--- src/rtl/alu_shift_pipe.sv ---
// alu_shift_pipe: valid/ready pipelined barrel shifter (SLL/SRL/SRA/ROL/ROR) with log levels spread over PIPE_STAGES
module alu_shift_pipe #(
  parameter int DATA_WIDTH  = 32,
  parameter int SHIFT_WIDTH = $clog2(DATA_WIDTH),
  parameter int PIPE_STAGES = 2
) (
  input  logic                   clk_i,
  input  logic                   rst_ni,
  input  logic                   in_valid_i,
  output logic                   in_ready_o,
  input  logic [2:0]             op_i,
  input  logic [DATA_WIDTH-1:0]  rs1_data_i,
  input  logic [SHIFT_WIDTH-1:0] shamt_i,
  output logic                   out_valid_o,
  input  logic                   out_ready_i,
  output logic [DATA_WIDTH-1:0]  result_o,
  output logic                   err_o
);
  localparam int W = DATA_WIDTH;
  localparam int S = SHIFT_WIDTH;
  localparam int P = PIPE_STAGES;
  if ((W & (W - 1)) != 0 || W < 8 || P < 1 || P > S) begin : g_bad_params
    $fatal(1, "alu_shift_pipe: illegal DATA_WIDTH/PIPE_STAGES");
  end
  function automatic logic [W-1:0] rev(input logic [W-1:0] x);
    logic [W-1:0] y;
    for (int i = 0; i < W; i++) y[i] = x[W-1-i];
    return y;
  endfunction
  function automatic logic [W-1:0] lvl(input logic [W-1:0] x, input logic [S-1:0] a,
                                       input logic f, input logic r, input int k);
    logic [W-1:0] y;
    y = x;
    for (int i = 0; i < S; i++)
      if ((i * P) / S == k && a[i])
        y = r ? ((y << (1 << i)) | (y >> (W - (1 << i))))
              : ((y << (1 << i)) | (f ? ((W'(1) << (1 << i)) - W'(1)) : '0));
    return y;
  endfunction
  logic [P-1:0]        valid_q, valid_d, fill_q, fill_d, rot_q, rot_d, rev_q, rev_d, err_q, err_d;
  logic [P-1:0][W-1:0] data_q, data_d;
  logic [P-1:0][S-1:0] amt_q, amt_d;
  logic [P:0]          rdy;
  logic [P-1:0]        sv, sf, sr, sb, se;
  logic [P-1:0][W-1:0] sd;
  logic [P-1:0][S-1:0] sa;
  logic                unused_last;
  always_comb begin
    se[0] = op_i > 3'd4;
    sr[0] = op_i == 3'd3 || op_i == 3'd4;
    sb[0] = op_i == 3'd1 || op_i == 3'd2 || op_i == 3'd4;
    sf[0] = op_i == 3'd2 && rs1_data_i[W-1];
    sv[0] = in_valid_i;
    sa[0] = se[0] ? '0 : shamt_i;
    sd[0] = sb[0] ? rev(rs1_data_i) : rs1_data_i;
    for (int k = 0; k < P - 1; k++) begin
      sv[k+1] = valid_q[k];
      se[k+1] = err_q[k];
      sr[k+1] = rot_q[k];
      sb[k+1] = rev_q[k];
      sf[k+1] = fill_q[k];
      sa[k+1] = amt_q[k];
      sd[k+1] = data_q[k];
    end
    rdy[P] = out_ready_i;
    for (int k = P - 1; k >= 0; k--) rdy[k] = !valid_q[k] || rdy[k+1];
    for (int k = 0; k < P; k++) begin
      valid_d[k] = rdy[k] ? sv[k] : valid_q[k];
      data_d[k]  = (rdy[k] && sv[k]) ? lvl(sd[k], sa[k], sf[k], sr[k], k) : data_q[k];
      amt_d[k]   = (rdy[k] && sv[k]) ? sa[k] : amt_q[k];
      fill_d[k]  = (rdy[k] && sv[k]) ? sf[k] : fill_q[k];
      rot_d[k]   = (rdy[k] && sv[k]) ? sr[k] : rot_q[k];
      rev_d[k]   = (rdy[k] && sv[k]) ? sb[k] : rev_q[k];
      err_d[k]   = (rdy[k] && sv[k]) ? se[k] : err_q[k];
    end
  end
  always_ff @(posedge clk_i) begin
    if (!rst_ni) begin
      valid_q <= '0;
      data_q  <= '0;
      amt_q   <= '0;
      fill_q  <= '0;
      rot_q   <= '0;
      rev_q   <= '0;
      err_q   <= '0;
    end else begin
      valid_q <= valid_d;
      data_q  <= data_d;
      amt_q   <= amt_d;
      fill_q  <= fill_d;
      rot_q   <= rot_d;
      rev_q   <= rev_d;
      err_q   <= err_d;
    end
  end
  assign in_ready_o  = rdy[0];
  assign out_valid_o = valid_q[P-1];
  assign result_o    = rev_q[P-1] ? rev(data_q[P-1]) : data_q[P-1];
  assign err_o       = err_q[P-1];
  assign unused_last = ^{amt_q[P-1], fill_q[P-1], rot_q[P-1]};
endmodule

--- config.mk ---
export PLATFORM = sky130hd
export DESIGN_NAME = alu_shift_pipe
export DESIGN_NICKNAME = d
export VERILOG_FILES = /design/src/rtl/alu_shift_pipe.sv
export SDC_FILE = /design/constraint.sdc
export NUM_CORES = 1
export LEC_CHECK = 0
export CAP_MARGIN = 25
export CORE_UTILIZATION = 40
export CTS_BUF_LIST = sky130_fd_sc_hd__clkbuf_4 sky130_fd_sc_hd__clkbuf_8
export CTS_CLUSTER_SIZE = 14
export DETAILED_ROUTE_END_ITERATION = 10
export PLACE_DENSITY = 0.6
export SLEW_MARGIN = 40
export SYNTH_ARGS = -nofsm -noshare
export SYNTH_HDL_FRONTEND = slang
export SYNTH_SLANG_ARGS = --single-unit
export TNS_END_PERCENT = 100
--- constraint.sdc ---
create_clock -name clk_i -period 4 [get_ports clk_i]
set_input_delay 1.2 -clock clk_i [delete_from_list [all_inputs] [get_ports clk_i]]
set_output_delay 1.2 -clock clk_i [all_outputs]
set_load 0.01 [all_outputs]
-- After elaboration in Yosys (flattened, before gate mapping)
Index checks and enable logic that the tools add are counted.
- reductions and logical operators: 10
- order comparisons: 1
- equality and inequality tests: 4
- multiplexer cells: 18
- bitwise logic cells: 10
- operators by type and width (kind ; count):
    32-bit two-way mux ; 12
    32-bit by 1-bit OR with 32-bit output ; 2
    32-bit by 16-bit OR with 32-bit output ; 2
    32-bit by 2-bit OR with 32-bit output ; 2
    32-bit by 4-bit OR with 32-bit output ; 2
    32-bit by 8-bit OR with 32-bit output ; 2
    16-bit two-way mux ; 1
    8-bit two-way mux ; 1
    3-bit by 2-bit == test with 1-bit output, second input constant ; 2
    1-bit logical OR ; 5
    5-bit two-way mux ; 1
    4-bit two-way mux ; 1
    3-bit by 1-bit == test with 1-bit output, second input constant ; 1
    3-bit == test, second input constant ; 1
    3-bit > comparator, second input constant ; 1
    1-bit logical AND ; 3
    1-bit zero test ; 2
    2-bit two-way mux ; 1
    1-bit two-way mux ; 1
- output and inout port bits: 35
- flip-flop bits (word level): 77
- word-level logic and storage cells: 54
- input port bits: 44

-- Depth between registers and ports, before layout
Gate-level depths: netlist of run 1.
- depth after elaboration: 13
- depth in mapped cells: 9
- gate-level depth less buffers: 6

-- Least setup slack after synthesis of run 1
No wires, ideal clock.
- kind: input to register
- start point: input port op_i[2]
- end point: register data_q[22] in the netlist's numbering
- data required time: 3878 ps
- setup time: 122 ps
- buffers on the path: 3
- arrival: 2943 ps
- cell stages on the path: 9
- path slack: 935 ps
- cells stage by stage: buf_4 -> xor2_1 -> a21oi_1 -> buf_6 -> buf_6 -> mux2i_2 -> mux2i_1 -> mux2_2 -> a221o_1
- longest elaborated chain between the ends: 13
- elaborated cells between the ends (all ways): 22
- those cells by class: 1 x order compare; 4 x eq/ne; 8 x mux; 6 x bitwise; 3 x reduce/logical
- RTL lines (what ; line ; RTL):
    from (decl) ; 11 ; input logic [2:0] op_i,
    3-bit by 1-bit == test with 1-bit output / 3-bit by 2-bit == test with 1-bit output (equally long branches) ; 51 ; sb[0] = op_i == 3'd1 || op_i == 3'd2 || op_i == 3'd4;
    1-bit logical OR (2 in series) ; 51 ;
    32-bit two-way mux ; 55 ; sd[0] = sb[0] ? rev(rs1_data_i) : rs1_data_i;
    32-bit by 1-bit OR with 32-bit output (on tied branches) ; 37, 36 ;
    32-bit two-way mux ; 36 ; y = r ? ((y << (1 << i)) | (y >> (W - (1 << i))))
    32-bit two-way mux ; 35 ; if ((i * P) / S == k && a[i])
    32-bit by 2-bit OR with 32-bit output (on tied branches) ; 37, 36 ;
    32-bit two-way mux ; 36 ;
    32-bit two-way mux ; 35 ;
    32-bit by 4-bit OR with 32-bit output (on tied branches) ; 37, 36 ;
    32-bit two-way mux ; 36 ;
    32-bit two-way mux (*) ; 35 ;
    to (signal assigned) ; 88 ; data_q <= data_d;
    to (decl) ; 41 ; logic [P-1:0][W-1:0] data_q, data_d;
Mark *: on every way between the ends. The rest lies on a longest branch, timed or not.
A chain may end at the register's enable or synchronous reset.

-- Worst setup path after layout of run 1
- start point: input port op_i[1]
- end point: register data_q[0] in the netlist's numbering
- longest elaborated chain between the ends: 13
- elaborated cells between the ends (all ways): 26
- those cells by class: 1 x order compare; 4 x eq/ne; 11 x mux; 6 x bitwise; 4 x reduce/logical
- RTL lines (what ; line):
    3-bit by 1-bit == test with 1-bit output / 3-bit by 2-bit == test with 1-bit output (equally long branches) ; 51, 52
    1-bit logical OR (2 in series) ; 51
    32-bit two-way mux ; 55
    32-bit by 1-bit OR with 32-bit output (on tied branches) ; 37, 36
    32-bit two-way mux ; 36
    32-bit two-way mux ; 35
    32-bit by 2-bit OR with 32-bit output (on tied branches) ; 37, 36
    32-bit two-way mux ; 36
    32-bit two-way mux ; 35
    32-bit by 4-bit OR with 32-bit output ; 36
    32-bit two-way mux ; 36
    32-bit two-way mux (*) ; 35
Marks and branches as above.

==> metrics, run 1 <==
status=completed; root buffer cell=clkbuf_8; max incr delay on CP=780 ps; syn nets=683; io pins=79; diodes inserted=0; Static Leak=2.47 nW; Async S/R FF share, synth=0; worst skew pair latency=350 ps; Avg Cell Area, Syn=8.37 um2; drt total wl=15500 um; vias in the first global route=4800; Power Density=327 nW/um2; actual slew at the worst max-slew pin=749 ps; first-pass GRT wire length=25200 um; CP Capture Type=register; clock sink count=74; Vias per Instance=5.79; Hold WC Path Type=register to register; Max Clock Skew=11.9 ps; CTS tree=done; # port buffers=78; via count=5094; CP Launch Type=primary input; Mapped Area=5350 um2; Critical Path Fanout Max=16; Post-Place Worst Slack=-109 ps; Post-CTS Setup Inserts=0; Die X=118 um; Post-CTS Hold Buffers=0; drt pass-1 iters=5; sequential fraction of the synthesis area=0.277; routed len/inst=17.6 um; total CTS buffers=9; worst-path cell chain=clkdlybuf4s50_1 -> or3b_4 -> a211oi_1 -> a211oi_1 -> nor4_1 -> o21ai_0 -> a32o_1; Seq cells post-synth=74; GRT Total Usage=0.223; Final Cycle Share=0.938; layout cells sized above 1=0.158; # setup viols final=0; Initial Util=0.417; Peak VDD IR=203 uV; DR iter-0 viols=437; most frequent CP cell=a211oi_1; number of library cell types mapped by synthesis=58; Die ar.=13800 um2; # nets final=747; Chip Height=118 um; post-CTS sizing=0; Rows=41; Max-Cap Viols=0; slew margin rel.=0.496; CP required=4250 ps; Inst Count DP=864; Worst Setup Path Type=primary input to register; Routed Antenna Nets=0; Synth-to-Final Area Change=23.7%; H-tree depth=3; final core occ=0.516; CTS clk-pin slew, worst paths=70 ps; EDFF count, synth=0; initial antenna violation count=0; Ys Warns=0; routability cong.=0.924; # DRC=0; filler cell count=1242; Design Area, Final=6620 um2; hpwl dp=12100 um; RSZ-0062 raised after global routing=no; Placed Area=6370 um2; largest net degree at the start of global routing=42; Crit-path slowest cell=clkdlybuf4s50_1; fin cells=880; most common flop cell mapped by yosys=dfxtp_1; Max Buffers Root-to-Sink=2; core box area=12800 um2; fmax=0.267 GHz; Slew Viols, Final=0; cell count after synthesis=639; global route overflow=0; final count of hold timing violations=0; Worst Slack Setup Final=250 ps; Tmin final=3750 ps; Arrival @ worst endpoint=4000 ps
## cells in the final DEF, fill, tap and decap left out, drive strengths merged, types with 14 or more instances in the layout
cell and count:
a21oi 57, clkdlybuf4s50 78, a211oi 40, o211ai 17, dfxtp 74, buf 31, nand3 21, o22ai 14
nor2 36, mux2 51, nand2 39, o21ai 26, nor2b 38, mux2i 46
## cells by family after synthesis
logic type      count (synthesis)  share of synthesized area
compound gates                227                      0.291
simple gates                  168                      0.159
mux                           101                      0.213
flops                          74                      0.277
buf+inv                        67                     0.0545
xor+xnor                        2                    0.00585
## through the flow
step / total power [mW] / setup TNS, ps / hold slack, ps
after floorplan: 1.24 / 0 / 438
after global placement: 1.45 / -67.3 / 465
after detailed placement: 1.46 / -109 / 468
after CTS: 2.17 / 0 / 476
after global routing: 2.27 / 0 / 517
final: 2.16 / 0 / 475
## flip-flops by register name, summed over array words and instances, names as in the netlist
register  count
amt_q         2
data_q       64
err_q         2
fill_q        1
rev_q         2
rot_q         1
valid_q       2
## routing by layer
metal | vias up | GRT usage | routed length, um
met4 | 0 | 0.0521 | 176
li1 | 2547 | - | -
met2 | 149 | 0.372 | 7280
met5 | - | 0 | 0
met3 | 16 | 0.0291 | 581
met1 | 2382 | 0.303 | 7460
## cell type report
class,instances,area (um2),share of cell area
multi-input cells,498,3590,0.543
inverters,11,41.3,0.00624
clock inverters,6,114,0.0172
well taps,172,215,0.0325
repair buffers,109,1040,0.157
flip-flops and latches,74,1480,0.224
clock buffers,10,138,0.0208
## path summary, 6_finish.rpt
check,startpoint,end,slack (ps),cells past startpoint
max,op_i[1],data_q[0],250,7
max reg2reg,rot_q[0],data_q[33],2100,6
min reg2reg,fill_q[0],fill_q[0],480,2
min,fill_q[0],fill_q[0],480,2
## where the power goes
part           internal [mW]  switching [mW]  total, mW  leakage (nW)
sequential             0.791          0.0543      0.846         0.606
combinational          0.283           0.317      0.600          1.75
clock                  0.432           0.286      0.718         0.119
total                   1.51           0.657       2.16          2.47
## worst max-delay path, delay by kind of cell
kind	cells	cell delay [ps]
simple gates	2	1150
compound gates	4	870
buf+inv	1	780
## synthesized netlist by cell type, types with 3 or more instances
library cell	number	area, um2
a221o_1	10	100
o21bai_1	4	30.0
o22a_1	4	35.0
o21ai_0	24	120
nor2_1	36	135
and2_1	8	50.1
or3_1	3	18.8
buf_2	5	25.0
mux4_2	4	90.1
inv_1	10	37.5
nand2b_1	5	31.3
nand2_1	39	146
a22oi_1	8	60.1
mux2_2	51	574
o221ai_1	5	43.8
a21boi_0	6	45.0
o21a_1	4	30.0
a22o_1	5	43.8
nor2b_1	38	238
a21oi_1	57	285
buf_6	4	45.0
a21o_1	5	37.5
o211ai_1	17	128
mux2i_1	44	440
dfxtp_1	74	1480
nor3_1	8	40.0
nand3_1	21	105
o22ai_1	14	87.6
clkbuf_1	44	165
a32o_1	4	40.0
a211oi_1	40	300
(Power assumes the default switching activity.)
==> inputs of run 2 (changes only) <==
--- a/config.mk
+++ b/config.mk
@@ -11,7 +11,6 @@
 export CTS_CLUSTER_SIZE = 14
 export DETAILED_ROUTE_END_ITERATION = 10
 export PLACE_DENSITY = 0.6
-export SLEW_MARGIN = 40
 export SYNTH_ARGS = -nofsm -noshare
 export SYNTH_HDL_FRONTEND = slang
 export SYNTH_SLANG_ARGS = --single-unit
==> run 2 against run 1 <==
Compared with the run above: critical endpoint unchanged; worst hold slack got worse by 3.6 ps; total power fell by 6.0%; core utilization fell by 0.19 points.
==> metrics, run 2 (same netlist as run 1, synthesis figures left out) <==
status=completed; Max Clock Skew=10.5 ps (-1.35 ps); Slew Viols, Final=0 (unchanged); fin cells=881 (+0.11%); H-tree depth=3 (unchanged); first-pass GRT wire length=25200 um (about the same); clock sink count=74 (unchanged); Critical Path Fanout Max=16 (unchanged); Max-Cap Viols=0 (unchanged); Final Cycle Share=0.942 (+0.00476); Rows=41 (unchanged); CP required=4250 ps (about the same); max reg flops=64 (unchanged); Die ar.=13800 um2 (unchanged); Post-CTS Setup Inserts=0 (unchanged); slew margin rel.=0.507 (+0.0107); actual slew at the worst max-slew pin=733 ps (-15.9 ps); Hold WC Path Type=register to register; # nets final=748 (+0.13%); commonest non-fill, non-tap cell in the layout=clkdlybuf4s50_1; DR iter-0 viols=477 (+9.2%); core box area=12800 um2 (unchanged); Power Density=308 nW/um2 (-5.7%); hold endpoint=fill_q[0]; drt total wl=15300 um (-1.1%); hpwl dp=12200 um (+0.66%); Worst Min Path Start=fill_q[0]; Vias per Instance=5.81 (+0.42%); # port buffers=78 (unchanged); routed len/inst=17.4 um (-1.2%); Worst Setup Path Type=primary input to register; # DRC=0 (unchanged); diodes inserted=0 (unchanged); Arrival @ worst endpoint=4020 ps (+20 ps); reg2reg end=data_q[12]; via count=5121 (+0.53%); fmax=0.265 GHz (-0.50%); Worst Slack Setup Final=231 ps (-19.0 ps); Peak VDD IR=157 uV (-23%); final core occ=0.514 (-0.00185); R2R Setup Slk=2090 ps (about the same); CTS clk-pin slew, worst paths=70 ps (about the same); Die X=118 um (unchanged); Synth-to-Final Area Change=23.3%; CP Launch Type=primary input; Post-CTS Hold Buffers=0 (unchanged); Chip Height=118 um (unchanged); Static Leak=2.47 nW (-0.30%); Biggest register=data_q; worst skew pair latency=360 ps (about the same); most frequent cells in the layout=clkdlybuf4s50_1, dfxtp_1, a21oi_1; total CTS buffers=9 (unchanged); layout cells sized above 1=0.158 (-0.000223); Worst Reg-to-Reg Cells=5 (-1); Placed Area=6400 um2 (+0.41%); initial antenna violation count=0 (unchanged); routability cong.=0.924 (unchanged); io pins=79 (unchanged); root buffer cell=clkbuf_8; worst r2r src=valid_q[1]; Post-Place Worst Slack=-85.4 ps (+24.0 ps); CP Capture Type=register; RSZ-0062 raised after global routing=no; post-CTS sizing=0 (unchanged); Inst Count DP=865 (+0.12%); Routed Antenna Nets=0 (unchanged); Design Area, Final=6600 um2 (-0.36%); Worst Setup SP=op_i[1]; # setup viols final=0 (unchanged); Initial Util=0.417 (unchanged); Hold Crit Depth=2 (unchanged); drt pass-1 iters=5 (unchanged); Max Buffers Root-to-Sink=2 (unchanged); CTS tree=done; largest net degree at the start of global routing=42 (unchanged); final count of hold timing violations=0 (unchanged); vias in the first global route=4774 (-0.54%); GRT Total Usage=0.224 (+0.00166); Tmin final=3770 ps (+19.0 ps); global route overflow=0 (unchanged)
==> run 2: worst max path at each step <==
stage                             to  cells after the start
after global routing       data_q[0]                      7
after global placement     data_q[0]                      7
after floorplan           data_q[22]                      9
after detailed placement   data_q[0]                      7
after CTS                  data_q[0]                      7
final                      data_q[0]                      7
==> run 2: power by group <==
group | internal, mW | leakage [nW] | switching (mW) | total (mW)
Sequential | 0.791 | 0.606 | 0.0511 | 0.842
Clock | 0.293 | 0.100 | 0.295 | 0.588
Combinational | 0.285 | 1.76 | 0.318 | 0.603
==> run 2: per-stage QoR <==
stage	hold slack, ps	total power [mW]	setup TNS [ps]
2_1_floorplan	438	1.24	0
3_3_place_gp	465	1.45	-67.3
3_5_place_dp	467	1.46	-85.4
4_1_cts	476	2.05	0
5_1_grt	517	2.15	0
6_report	472	2.03	0
==> run 2: layout make-up <==
| class | instances | area, um2 |
|---|---|---|
| clock buffer | 9 | 124 |
| clock inverter | 7 | 77.6 |
| fill | 1254 | 6230 |
| inverter | 11 | 41.3 |
| multi-input combinational | 498 | 3590 |
| sequential | 74 | 1480 |
| tap | 172 | 215 |
| timing repair buffer | 110 | 1070 |
==> run 2: critical path, stage by stage <==
cell and delay (ps):
clkdlybuf4s50_1 790, or3b_4 470, a211oi_1 290, a211oi_1 90, nor4_1 670, o21ai_0 210
a32o_1 290
==> run 2: per-layer routing <==
| metal | vias up | GRT usage | share of wire |
|---|---|---|---|
| met4 | 0 | 0.0737 | 0.020 |
| li1 | 2555 | - | - |
| met3 | 20 | 0.0373 | 0.043 |
| met1 | 2393 | 0.299 | 0.47 |
| met5 | - | 0 | 0 |
| met2 | 153 | 0.367 | 0.47 |
